$ cat src/rtl/mmio_serial_hub_if.sv
// CPU-side MEM-stage bus bundle for the serial channel hub.
// Master drives the access and RAM data; slave returns rdata and is_io.
interface mmio_serial_hub_if;
    logic [1:0]  memRW;
    logic [15:0] addr;
    logic [15:0] wdata;
    logic [15:0] ram_rdata;
    logic [15:0] rdata;
    logic        is_io;

    modport master (
        output memRW, addr, wdata, ram_rdata,
        input  rdata, is_io
    );

    modport slave (
        input  memRW, addr, wdata, ram_rdata,
        output rdata, is_io
    );
endinterface

$ cat src/rtl/mmio_serial_hub.sv
// MMIO decoder with per-channel RX FIFOs and TX holding registers.
// Optional rx-interrupt logic is enabled by defining MMIO_SERIAL_IRQ_EN.
module mmio_serial_hub #(
    parameter int          NUM_CH     = 2,
    parameter int          FIFO_DEPTH = 8,
    parameter logic [15:0] BASE_ADDR  = 16'hBF00
) (
    input  logic                  clk,
    input  logic                  rst,
    mmio_serial_hub_if.slave      bus,
    input  logic [NUM_CH-1:0]     rx_valid,
    input  logic [8*NUM_CH-1:0]   rx_byte,
    output logic [NUM_CH-1:0]     tx_valid,
    output logic [8*NUM_CH-1:0]   tx_byte,
    input  logic [NUM_CH-1:0]     tx_ready
`ifdef MMIO_SERIAL_IRQ_EN
    ,
    output logic                  irq
`endif
);
    localparam int AW   = $clog2(FIFO_DEPTH);
    localparam int CNTW = AW + 1;
    localparam logic [15:0] WIN = 16'(2 * NUM_CH);

    logic [15:0] off;
    logic        in_win;
    logic        is_stat;
    logic [2:0]  ch;
    logic        rd;
    logic        wr;

    // Unsigned wrap makes addresses below BASE_ADDR land far outside WIN.
    assign off     = bus.addr - BASE_ADDR;
    assign in_win  = off < WIN;
    assign is_stat = off[0];
    assign ch      = off[3:1];
    assign rd      = in_win && (bus.memRW == 2'b01);
    assign wr      = in_win && (bus.memRW == 2'b10);
    assign bus.is_io = in_win;

    logic [NUM_CH-1:0]      sel;
    logic [NUM_CH-1:0]      nonempty;
    logic [NUM_CH-1:0]      ovf;
    logic [NUM_CH-1:0]      unf;
    logic [NUM_CH-1:0]      txovr;
    logic [NUM_CH-1:0]      rxie;
    logic [NUM_CH-1:0][7:0] head;

    for (genvar c = 0; c < NUM_CH; c++) begin : g_ch
        logic [AW-1:0]   wp_q, wp_d;
        logic [AW-1:0]   rp_q, rp_d;
        logic [CNTW-1:0] cnt_q, cnt_d;
        logic            ovf_q, ovf_d;
        logic            unf_q, unf_d;
        logic            txovr_q, txovr_d;
        logic            tv_q, tv_d;
        logic [7:0]      tb_q, tb_d;
        logic [7:0]      mem_q [FIFO_DEPTH];
        logic            drd, srd, dwr;
        logic            empty, full, pop, push;
        logic            xfer, load;

        assign sel[c] = (ch == 3'(c));

        always_comb begin
            drd   = rd & sel[c] & ~is_stat;
            srd   = rd & sel[c] & is_stat;
            dwr   = wr & sel[c] & ~is_stat;
            empty = (cnt_q == '0);
            full  = (cnt_q == CNTW'(FIFO_DEPTH));
            pop   = drd & ~empty;
            push  = rx_valid[c] & (~full | pop);
            xfer  = tv_q & tx_ready[c];
            load  = dwr & (~tv_q | tx_ready[c]);

            wp_d  = push ? wp_q + 1'b1 : wp_q;
            rp_d  = pop ? rp_q + 1'b1 : rp_q;
            cnt_d = cnt_q + CNTW'(push) - CNTW'(pop);

            // Setting events take priority over the status-read clear.
            ovf_d   = (rx_valid[c] & full & ~pop) | (ovf_q & ~srd);
            unf_d   = (drd & empty) | (unf_q & ~srd);
            txovr_d = (dwr & tv_q & ~tx_ready[c]) | (txovr_q & ~srd);

            tv_d = load | (tv_q & ~xfer);
            tb_d = load ? bus.wdata[7:0] : tb_q;
        end

        always_ff @(posedge clk or negedge rst) begin
            if (!rst) begin
                wp_q    <= '0;
                rp_q    <= '0;
                cnt_q   <= '0;
                ovf_q   <= 1'b0;
                unf_q   <= 1'b0;
                txovr_q <= 1'b0;
                tv_q    <= 1'b0;
                tb_q    <= '0;
            end else begin
                wp_q    <= wp_d;
                rp_q    <= rp_d;
                cnt_q   <= cnt_d;
                ovf_q   <= ovf_d;
                unf_q   <= unf_d;
                txovr_q <= txovr_d;
                tv_q    <= tv_d;
                tb_q    <= tb_d;
            end
        end

        // Storage needs no reset: entries are only visible via count.
        always_ff @(posedge clk) begin
            if (push) begin
                mem_q[wp_q] <= rx_byte[8*c +: 8];
            end
        end

        assign head[c]          = mem_q[rp_q];
        assign nonempty[c]      = ~empty;
        assign ovf[c]           = ovf_q;
        assign unf[c]           = unf_q;
        assign txovr[c]         = txovr_q;
        assign tx_valid[c]      = tv_q;
        assign tx_byte[8*c +: 8] = tb_q;

`ifdef MMIO_SERIAL_IRQ_EN
        logic swr;
        logic rxie_q, rxie_d;

        always_comb begin
            swr    = wr & sel[c] & is_stat;
            rxie_d = swr ? bus.wdata[8] : rxie_q;
        end

        always_ff @(posedge clk or negedge rst) begin
            if (!rst) begin
                rxie_q <= 1'b0;
            end else begin
                rxie_q <= rxie_d;
            end
        end

        assign rxie[c] = rxie_q;
`else
        assign rxie[c] = 1'b0;
`endif
    end

    logic [15:0] rdata_c;

    always_comb begin
        rdata_c = bus.ram_rdata;
        if (in_win) begin
            rdata_c = '0;
            for (int c = 0; c < NUM_CH; c++) begin
                if (sel[c]) begin
                    if (is_stat) begin
                        rdata_c = {7'b0, rxie[c], 3'b0, ovf[c], unf[c],
                                   txovr[c], nonempty[c], ~tx_valid[c]};
                    end else begin
                        rdata_c = {8'h00, nonempty[c] ? head[c] : 8'h00};
                    end
                end
            end
        end
    end

    assign bus.rdata = rdata_c;

`ifdef MMIO_SERIAL_IRQ_EN
    logic irq_q, irq_d;

    assign irq_d = |(rxie & nonempty);

    always_ff @(posedge clk or negedge rst) begin
        if (!rst) begin
            irq_q <= 1'b0;
        end else begin
            irq_q <= irq_d;
        end
    end

    assign irq = irq_q;
`endif
endmodule

$ cat src/flat_wrapper.sv
// flat-port wrapper written by rule: the top's interface ports become plain ports
module mmio_serial_hub_flat 
#(
    parameter int          NUM_CH     = 2,
    parameter int          FIFO_DEPTH = 8,
    parameter logic [15:0] BASE_ADDR  = 16'hBF00
)
  (clk, rst, rx_valid, rx_byte, tx_valid, tx_byte, tx_ready, bus_memRW, bus_addr, bus_wdata, bus_ram_rdata, bus_rdata, bus_is_io);
  mmio_serial_hub_if bus_i ();
  input  logic clk;
  input  logic rst;
  input  logic [NUM_CH-1:0] rx_valid;
  input  logic [8*NUM_CH-1:0] rx_byte;
  output logic [NUM_CH-1:0] tx_valid;
  output logic [8*NUM_CH-1:0] tx_byte;
  input  logic [NUM_CH-1:0] tx_ready;
  input wire logic [$bits(bus_i.memRW)-1:0] bus_memRW;
  input wire logic [$bits(bus_i.addr)-1:0] bus_addr;
  input wire logic [$bits(bus_i.wdata)-1:0] bus_wdata;
  input wire logic [$bits(bus_i.ram_rdata)-1:0] bus_ram_rdata;
  output wire logic [$bits(bus_i.rdata)-1:0] bus_rdata;
  output wire logic [$bits(bus_i.is_io)-1:0] bus_is_io;
  assign bus_i.memRW = bus_memRW;
  assign bus_i.addr = bus_addr;
  assign bus_i.wdata = bus_wdata;
  assign bus_i.ram_rdata = bus_ram_rdata;
  assign bus_rdata = bus_i.rdata;
  assign bus_is_io = bus_i.is_io;
  mmio_serial_hub #(.NUM_CH(NUM_CH), .FIFO_DEPTH(FIFO_DEPTH), .BASE_ADDR(BASE_ADDR)) u_core (.clk(clk), .rst(rst), .bus(bus_i), .rx_valid(rx_valid), .rx_byte(rx_byte), .tx_valid(tx_valid), .tx_byte(tx_byte), .tx_ready(tx_ready));
endmodule
$ cat config.mk
export PLATFORM = sky130hd
export DESIGN_NAME = mmio_serial_hub_flat
export DESIGN_NICKNAME = d
export VERILOG_FILES = /design/src/rtl/mmio_serial_hub_if.sv /design/src/rtl/mmio_serial_hub.sv /design/src/flat_wrapper.sv
export SDC_FILE = /design/constraint.sdc
export NUM_CORES = 1
export LEC_CHECK = 0
export ABC_AREA = 0
export CAP_MARGIN = 20
export CORE_UTILIZATION = 49
export DETAILED_ROUTE_END_ITERATION = 8
export GPL_TIMING_DRIVEN = 0
export PLACE_DENSITY = 0.78
export SLEW_MARGIN = 30
export SYNTH_ARGS = -nofsm -noshare
export SYNTH_HDL_FRONTEND = slang
export SYNTH_SLANG_ARGS = --single-unit
$ cat constraint.sdc
create_clock -name clk -period 2.7 [get_ports clk]
set_input_delay 0.27 -clock clk [delete_from_list [all_inputs] [get_ports clk]]
set_output_delay 0.27 -clock clk [all_outputs]
set_load 0.005 [all_outputs]
==> Yosys cells after proc, flatten, opt, wreduce, memory -nomap -nowiden <==
Memory sizes are Yosys's and may differ from the RTL's.
Cells that the tools add are included.
Widths: inputs -> output; s select.
{ "totals": {"register_bits": 44, "latch_bits": 0, "ramBits": 128, "romBits": 0, "wordCells": 112, "mem_count": 2} }
{ "memory_table": {"columns": ["name", "depth", "width", "rd", "rd_ports_with_merged_regs", "wr", "line_no", "text"], "rows": [
  ["u_core.g_ch[0].mem_q", 8, 8, 1, 0, 1, "mmio_serial_hub.sv:58", "logic [7:0] mem_q [FIFO_DEPTH];"],
  ["u_core.g_ch[1].mem_q", 8, 8, 1, 0, 1, "mmio_serial_hub.sv:58", null]
]} }
{ "classes": {"addsub": 9, "mul": 0, "n_div": 0, "magnitude_cmp": 1, "n_eq_ne": 5, "n_shift": 0, "muxes": 11, "bitwise": 63, "reduce_logical": 5} }
{ "op_table": {"columns": ["cell", "n"], "rows": [
  ["$mux 16", 3],
  ["$and 1x1->1", 36],
  ["$mux 8", 4],
  ["$lt 16x3->1 const B", 1],
  ["$sub 16x16->16 const B", 1],
  ["$not 1->1", 15],
  ["$add 3x1->3 const B", 4],
  ["$or 1x1->1", 12],
  ["$add 4x1->4", 2],
  ["$eq 4x4->1 const B", 2],
  ["$logic_not 4->1", 2],
  ["$sub 4x1->4", 2],
  ["$mux 1", 4],
  ["$eq 3x1->1 const B", 1],
  ["$logic_not 3->1", 1],
  ["$eq 2x1->1 const B", 1],
  ["$eq 2x2->1 const B", 1],
  ["$logic_and 1x1->1", 2]
]} }

==> Depth between registers and ports, before layout <==
Gate-level depths: netlist of run 1.
{ "logic_depth": {"ltp_word": 10, "mapped_depth": 13, "depth_no_buf": 11} }

==> Worst setup path before layout of run 1 <==
OpenSTA, ideal clock, no wires.
{ "synth_timing": {"path_kind": "input to register", "start": "input bus_addr[7]", "end": "memory u_core.g_ch[1].mem_q[0][0], enable pin", "setup_time_ps": 395, "t_arrival_ps": 2716, "path_slack_ps": -410, "cell_stages": 8, "path_cell_list": "or4_1 or4_1 buf_2 inv_1 and3_1 buf_4 o21ai_2 nor4_1"} }
{ "synth_via": {"elab_chain_len": 10} }
{ "synth_rtl": {"columns": ["element", "line_no", "text"], "rows": [
  ["start, declared", "flat_wrapper.sv:18", "input wire logic [$bits(bus_i.addr)-1:0] bus_addr;"],
  ["$sub 16x16->16", "mmio_serial_hub.sv:33", "assign off = bus.addr - BASE_ADDR;"],
  ["$lt 16x3->1", "mmio_serial_hub.sv:34", "assign in_win = off < WIN;"],
  ["$logic_and 1x1->1", "mmio_serial_hub.sv:37", "assign rd = in_win && (bus.memRW == 2'b01);"],
  ["$and 1x1->1 (2 in series)", "mmio_serial_hub.sv:66", "drd = rd & sel[c] & ~is_stat;"],
  ["$and 1x1->1", "mmio_serial_hub.sv:71", "pop = drd & ~empty;"],
  ["$or 1x1->1", "mmio_serial_hub.sv:72", "push = rx_valid[c] & (~full | pop);"],
  ["$and 1x1->1", "mmio_serial_hub.sv:72", null],
  ["$mux 1", "mmio_serial_hub.sv:113", "if (push) begin"],
  ["$mux 1 (not written as such)", "mmio_serial_hub.sv:114", "mem_q[wp_q] <= rx_byte[8*c +: 8];"],
  ["end, declared", "mmio_serial_hub.sv:58", null]
]} }
No other way between the ends.

==> Worst setup path in the final report of run 1 <==
{ "layout_timing": {"start": "input bus_addr[4]", "end": "register u_core.g_ch[0].cnt_q[1]"} }
{ "layout_via": {"elab_chain_len": 10} }
{ "layout_rtl": {"columns": ["element", "line_no", "text"], "rows": [
  ["$sub 16x16->16 (*)", "mmio_serial_hub.sv:33", null],
  ["$lt 16x3->1 (*)", "mmio_serial_hub.sv:34", null],
  ["$logic_and 1x1->1 (*)", "mmio_serial_hub.sv:37", null],
  ["$and 1x1->1 (*) (2 in series)", "mmio_serial_hub.sv:66", null],
  ["$and 1x1->1 (*)", "mmio_serial_hub.sv:71", null],
  ["via u_core.g_ch[0].pop", "mmio_serial_hub.sv:60", "logic empty, full, pop, push;"],
  ["$or 1x1->1", "mmio_serial_hub.sv:72", null],
  ["$and 1x1->1", "mmio_serial_hub.sv:72", null],
  ["$add 4x1->4", "mmio_serial_hub.sv:78", "cnt_d = cnt_q + CNTW'(push) - CNTW'(pop);"],
  ["$sub 4x1->4 (*)", "mmio_serial_hub.sv:78", null],
  ["via u_core.g_ch[0].cnt_d[1]", "mmio_serial_hub.sv:52", "logic [CNTW-1:0] cnt_q, cnt_d;"],
  ["end signal, assigned", "mmio_serial_hub.sv:102", "cnt_q <= cnt_d;"],
  ["end, declared", "mmio_serial_hub.sv:52", null]
]} }
The timed path passes the listed nets; every way through them passes the cells marked *.
A chain may end at the register's enable or synchronous reset.

==> metrics.cfg, run 1 <==
[status]
status=finished, violations left
violations=setup timing

[synth]
synthTopCellsByCount=128 x edfxtp_1, 44 x dfrtp_1, 32 x mux4_2
synthDistinctLibCells=48
syn_inst=442
ys_ff_latch=172
synthArstFlopShare_pct=25.58
synth_edf_count=128
ys.flop_type=edfxtp_1
ys_top_cells_by_area=edfxtp_1 52%, dfrtp_1 15%, mux4_2 9.8%
synth_top_area_cell=edfxtp_1
syn_avg_cell_area_um2=16.61
yosys_warnings=0
yosysMostFrequentCell=edfxtp_1
synth_top_area_share_pct=52.34
synth-seq-area-share_pct=67.34
synth.net_count=531
syn_area_um2=7343

[worst_setup_path]
worstPathRequired_ns=3.02
cp-end-kind=flip-flop
worstPathArrival_ns=3.05
start_kind=input pin
critPathMaxFanout=5
critical-path-slowest-cell=or4_4
crit_chain=clkdlybuf4s15_1 > or4_1 > or4_4 > nor4b_4 > ha_2 > inv_2 > ha_4 > inv_2 > fa_2 > inv_2
slowest_delay_ns=0.61
cpMostUsedCell=inv_2
criticalPathCategory=input pin to flip-flop

[clock_tree]
cts_made_buffers=17
clkSlewWorstSetupHoldPaths_ns=0.06
cts_root_buf=clkbuf_16
numClockSinks=172
clock_latency_ns=0.43
tritoncts=built
clockBufferDepth=2
htree_levels=4

[route]
avgRoutedWirePerCell_um=21.19
drc=0
ant_nets=0
wirelength_um=16790
drtIter0Drc=361
vias=4522
viasPerCell=5.710
dr.pass1.iters=5

[floorplan]
die_area_um2=15480
die_y_um=124.4
die_w_um=124.4
core_um2=14590
initial_core_util_pct=50.33
io_pins=107
std_cell_rows=44

[power_and_ir_drop]
p_leak_nw=3.728
power.share.clock_pct=29.9
powerDensity_nw_per_um2=722.1
pwr-share-comb_pct=20.8
p_seq_share_pct=49.3
netSwitchingPower_mw=2.049
intPower_mw=5.107
peakVddDrop_uv=466.1
swShare_pct=28.64

[sta]
fin_worst_skew_ns=0.006508
holdWs_ns=0.3137
slew_headroom_pct=46.29
final_max_slew_viol_count=0
setup-tns-final_ns=-0.05107
worst_slew_pin_slew_ns=0.8057
timing.fmax_mhz=366.5
fin_crit_ns=2.728
rsz0062_at_grt=yes
hold_violations=0
period_share_pct=101.1
setup_viol=2
finalWorstSetupSlack_ns=-0.02841

[finish]
num-fill-cells=908
n_antenna_cell=0
areaGrowthSynthToFinish_pct=34.96
finalNetCount=685
drive_above_1_share_pct=33.55
final_cells=792
design_area_um2=9911

[grt]
overflow=0
grt_use_total_pct=21.78
grt_pass1_vias=4640
antenna_found_initial=0
grt_pass1_wl_um=25040
grt_max_degree=30

[placement]
io_buffer_count=97
gp_congestion=0.8317
hpwlAfterDp_um=10560
place_area_um2=8681
placed_cells=724

[min_path]
hold_class=input pin to asynchronous set/reset pin

[run]
cap_violations=0

cell type report:
cell class / count / area (µm²) / area share (%)
clock inverter: 11 / 72.57 / 0.7322
buffer: 20 / 185.2 / 1.868
sequential: 172 / 4946 / 49.91
clock buffer: 20 / 436.7 / 4.406
tap: 184 / 230.2 / 2.323
timing repair buffer: 137 / 1394 / 14.06
inverter: 18 / 70.07 / 0.7070
multi-input combinational: 230 / 2576 / 25.99
placed cells by master (no fill, tap or decap), types with 3 or more instances in the layout:
cell and count:
nand2b_1 8, dfrtp_1 43, a31oi_1 7, clkdlybuf4s50_1 73
a21oi_2 3, buf_2 10, xnor2_1 8, buf_6 4
clkbuf_1 4, nor2_4 5, nand3_1 5, mux2i_1 3
and2_1 8, dlymetal6s2s_1 7, inv_2 3, xor2_1 5
a21oi_1 3, clkbuf_16 18, edfxtp_1 128, or4_1 3
clkbuf_2 5, nor3_4 10, ha_1 12, nand2_1 20
buf_12 12, dlygate4sd2_1 4, nor2b_1 4, buf_8 4
mux2_2 27, nor2_1 16, buf_4 29, mux4_2 32
inv_1 14
metal layers:
layer | track usage [%] | vias up | wire length, µm
li1 | - | 2014 | -
met1 | 28.14 | 2265 | 6716
met2 | 35.03 | 209 | 8581
met3 | 5.541 | 34 | 1145
met4 | 9.284 | 0 | 342
met5 | 0 | - | 0
sequential cells by signal, indices dropped and copies added, names as in the netlist:
register / flops
u_core.g_ch.cnt_q: 8
u_core.g_ch.mem_q: 128
u_core.g_ch.ovf_q: 2
u_core.g_ch.rp_q: 6
u_core.g_ch.tb_q: 16
u_core.g_ch.tv_q: 2
u_core.g_ch.txovr_q: 2
u_core.g_ch.unf_q: 2
u_core.g_ch.wp_q: 6
logic make-up (layout without fill, tap and decap cells):
family / after synthesis / in the layout / share of synthesized area, %
DFF: 172 / 172 / 67.34
and+or+nand+nor: 102 / 102 / 7.736
muxes: 65 / 65 / 14.82
buffers and inverters: 40 / 206 / 2.300
AOI/OAI and AO/OA: 33 / 33 / 3.152
adders and majority gates: 17 / 17 / 3.101
xor gates and xnor gates: 13 / 13 / 1.551
stage by stage:
stage	setup WS (ns)	utilization (%)	power, mW
2_1_floorplan	-0.1767	-	4.239
3_5_place_dp	-1.057	59.50	4.713
6_report	-0.02841	67.93	7.156
3_3_place_gp	-1.235	59.24	4.588
5_1_grt	-0.09770	67.93	7.465
4_1_cts	-0.09177	65.63	6.996
worst paths after layout:
path	from	to	cells after the start	slack, ns
worst max-delay path	bus_addr[4]	u_core.g_ch[0].cnt_q[1]	10	-0.03
max in group asynchronous	rst	u_core.g_ch[1].tb_q[4]	3	1.90
worst min-delay path	rst	u_core.g_ch[1].tb_q[0]	2	0.31
min in group clk	bus_addr[3]	u_core.g_ch[1].tv_q	4	0.46
worst min register to register	u_core.g_ch[1].tb_q[6]	u_core.g_ch[1].tb_q[6]	1	0.50
worst max register to register	u_core.g_ch[0].cnt_q[2]	u_core.g_ch[0].cnt_q[1]	11	0.01
worst max-delay path, delay by kind of cell:
kind / cells / cell delay [ns]
adders and majority gates: 3 / 1.01
and+or+nand+nor: 3 / 1.49
buffers and inverters: 4 / 0.29
repair_timing:
item | 4_1_cts | 5_1_grt
endpoints found under the setup margin | 151 | 108
buffers inserted | 19 | 18
endpoints found under the hold margin | 15 | 0
hold buffers | 1 | 0
pin swaps | 13 | 24
gates resized for setup | 100 | 40
cloned | 0 | 1
power by group through the flow:
stage                     combinational (mW)  sequential, mW  clock, mW
after floorplan                        0.775            3.46          0
after global placement                  1.09            3.50          0
after detailed placement                1.17            3.54          0
after CTS                               1.33            3.51       2.16
after global routing                    1.64            3.56       2.26
final                                   1.49            3.53       2.14
Power figures use the tool's default switching activity.
==> run 2: changes to the inputs <==
Settings changed: CORE_MARGIN set to 2, CORE_UTILIZATION 49 to 50, CTS_BUF_LIST set to sky130_fd_sc_hd__clkbuf_8, PLACE_DENSITY 0.78 to 0.79.
==> metrics.cfg, run 2 (same netlist as run 1, synthesis figures left out) <==
[sta]
timing.fmax_mhz=364.0
finalWorstSetupSlack_ns=-0.04760
hold_violations=0
holdWs_ns=0.3448
worst_slew_pin_slew_ns=0.7929
final_max_slew_viol_count=0
slew_headroom_pct=47.14
setup-tns-final_ns=-0.06255
setup_viol=2
fin_worst_skew_ns=0.01174
fin_crit_ns=2.748
period_share_pct=101.8
rsz0062_at_grt=yes

[worst_setup_path]
r2r_cells=11
reg2reg_slack_ns=0.08
crit_start=u_core.g_ch[0].rp_q[0]
critPathMaxFanout=4
crit_chain=buf_8 > buf_6 > mux4_2 > nor2b_1 > a211oi_1 > or4_4 > nand3_4 > buf_6
r2r-end=u_core.g_ch[0].cnt_q[1]
critical-path-slowest-cell=or4_4
worstPathRequired_ns=2.43
start_kind=flip-flop
criticalPathCategory=flip-flop to output pin
rr_startpoint=u_core.g_ch[0].cnt_q[2]
cp-end-kind=output pin
cpMostUsedCell=buf_6
worstPathArrival_ns=2.48
slowest_delay_ns=0.59
endpoint=bus_rdata[1]

[clock_tree]
cts_root_buf=clkbuf_8
tritoncts=built
clockBufferDepth=2
clkSlewWorstSetupHoldPaths_ns=0.09
numClockSinks=172
clock_latency_ns=0.46
htree_levels=4
cts_made_buffers=17

[finish]
final_common_cell=edfxtp_1
drive_above_1_share_pct=36.33
layout_common_cells=128 x edfxtp_1, 74 x clkdlybuf4s50_1, 42 x dfrtp_1, 32 x mux4_2, 31 x buf_4
final_cells=795
largest_reg_flops=128
num-fill-cells=905
design_area_um2=9927
top_register=u_core.g_ch.mem_q
finalNetCount=687
n_antenna_cell=0
top_regs=u_core.g_ch.mem_q x128, u_core.g_ch.tb_q x16, u_core.g_ch.cnt_q x8
utilization_pct=68.82
areaGrowthSynthToFinish_pct=35.18
multi_input_area_um2=2674
regArea_um2=4947

[route]
vias=4646
avgRoutedWirePerCell_um=22.28
ant_nets=0
viasPerCell=5.844
wirelength_um=17710
drtIter0Drc=577
drc=0
dr.pass1.iters=5

[power_and_ir_drop]
peakVddDrop_uv=337.6
powerDensity_nw_per_um2=703.4
power.share.clock_pct=27.3
intPower_mw=4.903
netSwitchingPower_mw=2.080
p_seq_share_pct=50.5
power.total_mw=6.983
pwr-share-comb_pct=22.2
swShare_pct=29.79
p_leak_nw=3.688

[status]
status=finished, violations left
violations=setup timing

[floorplan]
die_y_um=125.2
std_cell_rows=44
io_pins=107
die_w_um=125.2
initial_core_util_pct=50.91
core_um2=14420
die_area_um2=15670

[grt]
grt_use_total_pct=22.17
grt_pass1_vias=4756
overflow=0
grt_max_degree=26
antenna_found_initial=0
grt_pass1_wl_um=26160

[placement]
gp_congestion=0.8415
place_area_um2=8688
hpwlAfterDp_um=10750
placed_cells=724
post-place-ws_ns=-1.116
io_buffer_count=97

[min_path]
hold_class=input pin to asynchronous set/reset pin

[run]
cap_violations=0

-- run 2: worst max-delay path, delay by kind of cell, from the launching register on --
kind	cells	cell delay, ns
flip-flops	1	0.42
AO/OA/AOI/OAI	1	0.08
multiplexers	1	0.32
AND/OR/NAND/NOR	3	0.83
buffers and inverters	3	0.38
-- run 2: metal layers --
layer / GRT usage (%) / share of wire (%) / vias to the layer above
li1: - / - / 2012
met1: 28.57 / 39 / 2353
met2: 36.96 / 51 / 240
met3: 4.835 / 7.6 / 41
met4: 9.020 / 2.7 / 0
met5: 0 / 0 / -
-- run 2: worst min-delay path by stage --
stage,cells after the start,start,slack [ns],to
after global placement,1,u_core.g_ch[1].txovr_q,0.48,u_core.g_ch[1].txovr_q
after global routing,2,rst,0.41,u_core.g_ch[0].tb_q[5]
after floorplan,0,rst,-0.03,u_core.g_ch[0].cnt_q[0]
after CTS,2,rst,0.35,u_core.g_ch[1].cnt_q[3]
final,2,rst,0.34,u_core.g_ch[1].cnt_q[3]
after detailed placement,1,rst,0.32,u_core.g_ch[1].tb_q[5]
-- run 2: what timing repair did --
item	in CTS	in global routing
gates resized for setup	110	49
buffers inserted	24	16
hold endpoints to repair	24	0
gates cloned	1	0
pin swaps	15	18
hold buffers	1	0
endpoints found under the setup margin	151	116
-- run 2: cell type report --
cell class,instances,area share [%]
buffer,19,1.828
clock buffer,17,2.357
clock inverter,15,1.865
inverter,18,0.7058
multi-input combinational,230,26.93
sequential,172,49.84
tap,184,2.319
timing repair buffer,140,14.15
-- run 2: power by group through the flow --
| stage | clock network [mW] | registers [mW] | logic [mW] |
|---|---|---|---|
| after floorplan | 0 | 3.46 | 0.775 |
| after CTS | 1.92 | 3.51 | 1.35 |
| final | 1.91 | 3.53 | 1.55 |
| after global routing | 2.03 | 3.56 | 1.67 |
| after global placement | 0 | 3.50 | 1.09 |
| after detailed placement | 0 | 3.54 | 1.18 |
==> run 3: changes to the inputs <==
Settings changed: CORE_UTILIZATION 50 to 45, PLACE_DENSITY 0.79 to 0.73.
==> metrics.cfg, run 3 (same netlist as run 1, synthesis figures left out) <==
[floorplan]
core_um2=15940
die_area_um2=17360
io_pins=107
initial_core_util_pct=46.06
std_cell_rows=46
die_w_um=131.7
die_y_um=131.7

[worst_setup_path]
worstPathArrival_ns=2.47
critical-path-slowest-cell=or4_4
cpMostUsedCell=or4_4
criticalPathCategory=input pin to output pin
slowest_delay_ns=0.61
crit_chain=buf_6 > or4_4 > or4_4 > inv_4 > buf_8 > nor2_4 > or4_4 > nand3_4 > buf_6
start_kind=input pin
cp-end-kind=output pin
critPathMaxFanout=5
worstPathRequired_ns=2.43

[sta]
fin_worst_skew_ns=0.007814
period_share_pct=101.3
finalWorstSetupSlack_ns=-0.03637
final_max_slew_viol_count=0
holdWs_ns=0.2634
slew_headroom_pct=43.16
timing.fmax_mhz=365.4
worst_slew_pin_slew_ns=0.8526
rsz0062_at_grt=yes
setup_viol=1
hold_violations=0
fin_crit_ns=2.736

[clock_tree]
clockBufferDepth=2
cts_made_buffers=17
clkSlewWorstSetupHoldPaths_ns=0.09
clock_latency_ns=0.46
numClockSinks=172
htree_levels=4
tritoncts=built
cts_root_buf=clkbuf_8

[power_and_ir_drop]
p_leak_nw=3.655
powerDensity_nw_per_um2=686.9
peakVddDrop_uv=360.1

[route]
drc=0
viasPerCell=5.463
ant_nets=0
drtIter0Drc=510
avgRoutedWirePerCell_um=20.33
vias=4523
dr.pass1.iters=5
wirelength_um=16830

[finish]
design_area_um2=9931
drive_above_1_share_pct=37.09
finalNetCount=688
layout_common_cells=128 x edfxtp_1, 75 x clkdlybuf4s50_1, 42 x dfrtp_1, 32 x buf_4, 32 x mux4_2
areaGrowthSynthToFinish_pct=35.24
final_common_cell=edfxtp_1
largest_reg_flops=128
utilization_pct=62.29
n_antenna_cell=0
num-fill-cells=1128
top_register=u_core.g_ch.mem_q
top_regs=u_core.g_ch.mem_q x128, u_core.g_ch.tb_q x16, u_core.g_ch.cnt_q x8

[placement]
post-place-ws_ns=-1.235
io_buffer_count=97
place_area_um2=8728
gp_congestion=0.8261
hpwlAfterDp_um=10950

[grt]
grt_pass1_wl_um=26120
grt_use_total_pct=19.87
grt_max_degree=30
grt_pass1_vias=4767
overflow=0
antenna_found_initial=0

[status]
status=finished, violations left
violations=setup timing

[min_path]
hold_class=input pin to asynchronous set/reset pin

[run]
cap_violations=0

==> run 3: cell types whose count changed in the layout (fill, tap and decap cells not counted), sizes merged <==
cell           before  now
buf                62   65
bufinv              3    2
clkdlybuf4s50      74   75
clkinvlp            1    3
dlygate4sd2        11    9
dlymetal6s2s        1    0
inv                25   24
==> run 3: area by class of cell <==
class / count / area, µm² / area share (%)
inverter: 18 / 70.07 / 0.7056
timing repair buffer: 141 / 1368 / 13.77
sequential: 172 / 4947 / 49.82
buffer: 19 / 178.9 / 1.802
clock inverter: 15 / 165.2 / 1.663
tap: 216 / 270.3 / 2.721
clock buffer: 17 / 234.0 / 2.356
multi-input combinational: 230 / 2698 / 27.16
==> run 3: routing by layer <==
metal  GRT usage [%]  vias up  part of all wire (%)
met5               0        -                     0
met2           32.34      190                    50
met1           26.24     2304                    42
met4           7.971        0                   1.9
li1                -     2002                     -
met3           4.421       27                   6.3
==> run 3: final timing paths <==
path | start | end | slack, ns | cells after the start
setup / recovery | bus_addr[6] | bus_rdata[1] | -0.04 | 9
hold / removal | rst | u_core.g_ch[1].cnt_q[1] | 0.26 | 2
setup reg to reg | u_core.g_ch[1].cnt_q[2] | u_core.g_ch[1].mem_q[0][6] | 0.15 | 12
hold reg to reg | u_core.g_ch[0].tb_q[4] | u_core.g_ch[0].tb_q[4] | 0.51 | 1
max in group asynchronous | rst | u_core.g_ch[0].rp_q[1] | 1.92 | 3
min in group clk | bus_addr[2] | u_core.g_ch[1].tv_q | 0.43 | 4
==> run 3: report_power, final <==
part	switching, mW	leakage [nW]	total (mW)	internal (mW)
clock network	0.967	0.196	1.81	0.839
registers	0.256	1.73	3.53	3.27
logic	0.820	1.73	1.49	0.668
total	2.04	3.65	6.82	4.78
==> run 3: repair_timing <==
item                                    CTS  global route
pin swaps                                18            20
resized for setup                       121            53
endpoints found under the setup margin  148           100
hold endpoints to repair                 15             0
hold buffers                              1             0
buffers inserted                         25            17
==> run 3: critical path, delay by kind of cell <==
kind	cells	cell delay, ns
buffers and inverters	4	0.39
and+or+nand+nor	5	1.80
==> run 3: stage by stage <==
step / instances / setup TNS [ns] / power, mW
2_1_floorplan: 442 / -4.174 / 4.239
3_3_place_gp: 755 / -149.16 / 4.598
3_5_place_dp: 757 / -143.85 / 4.728
4_1_cts: 812 / -0.1724 / 6.685
5_1_grt: 828 / -0.6497 / 7.150
6_report: 828 / -0.03637 / 6.822
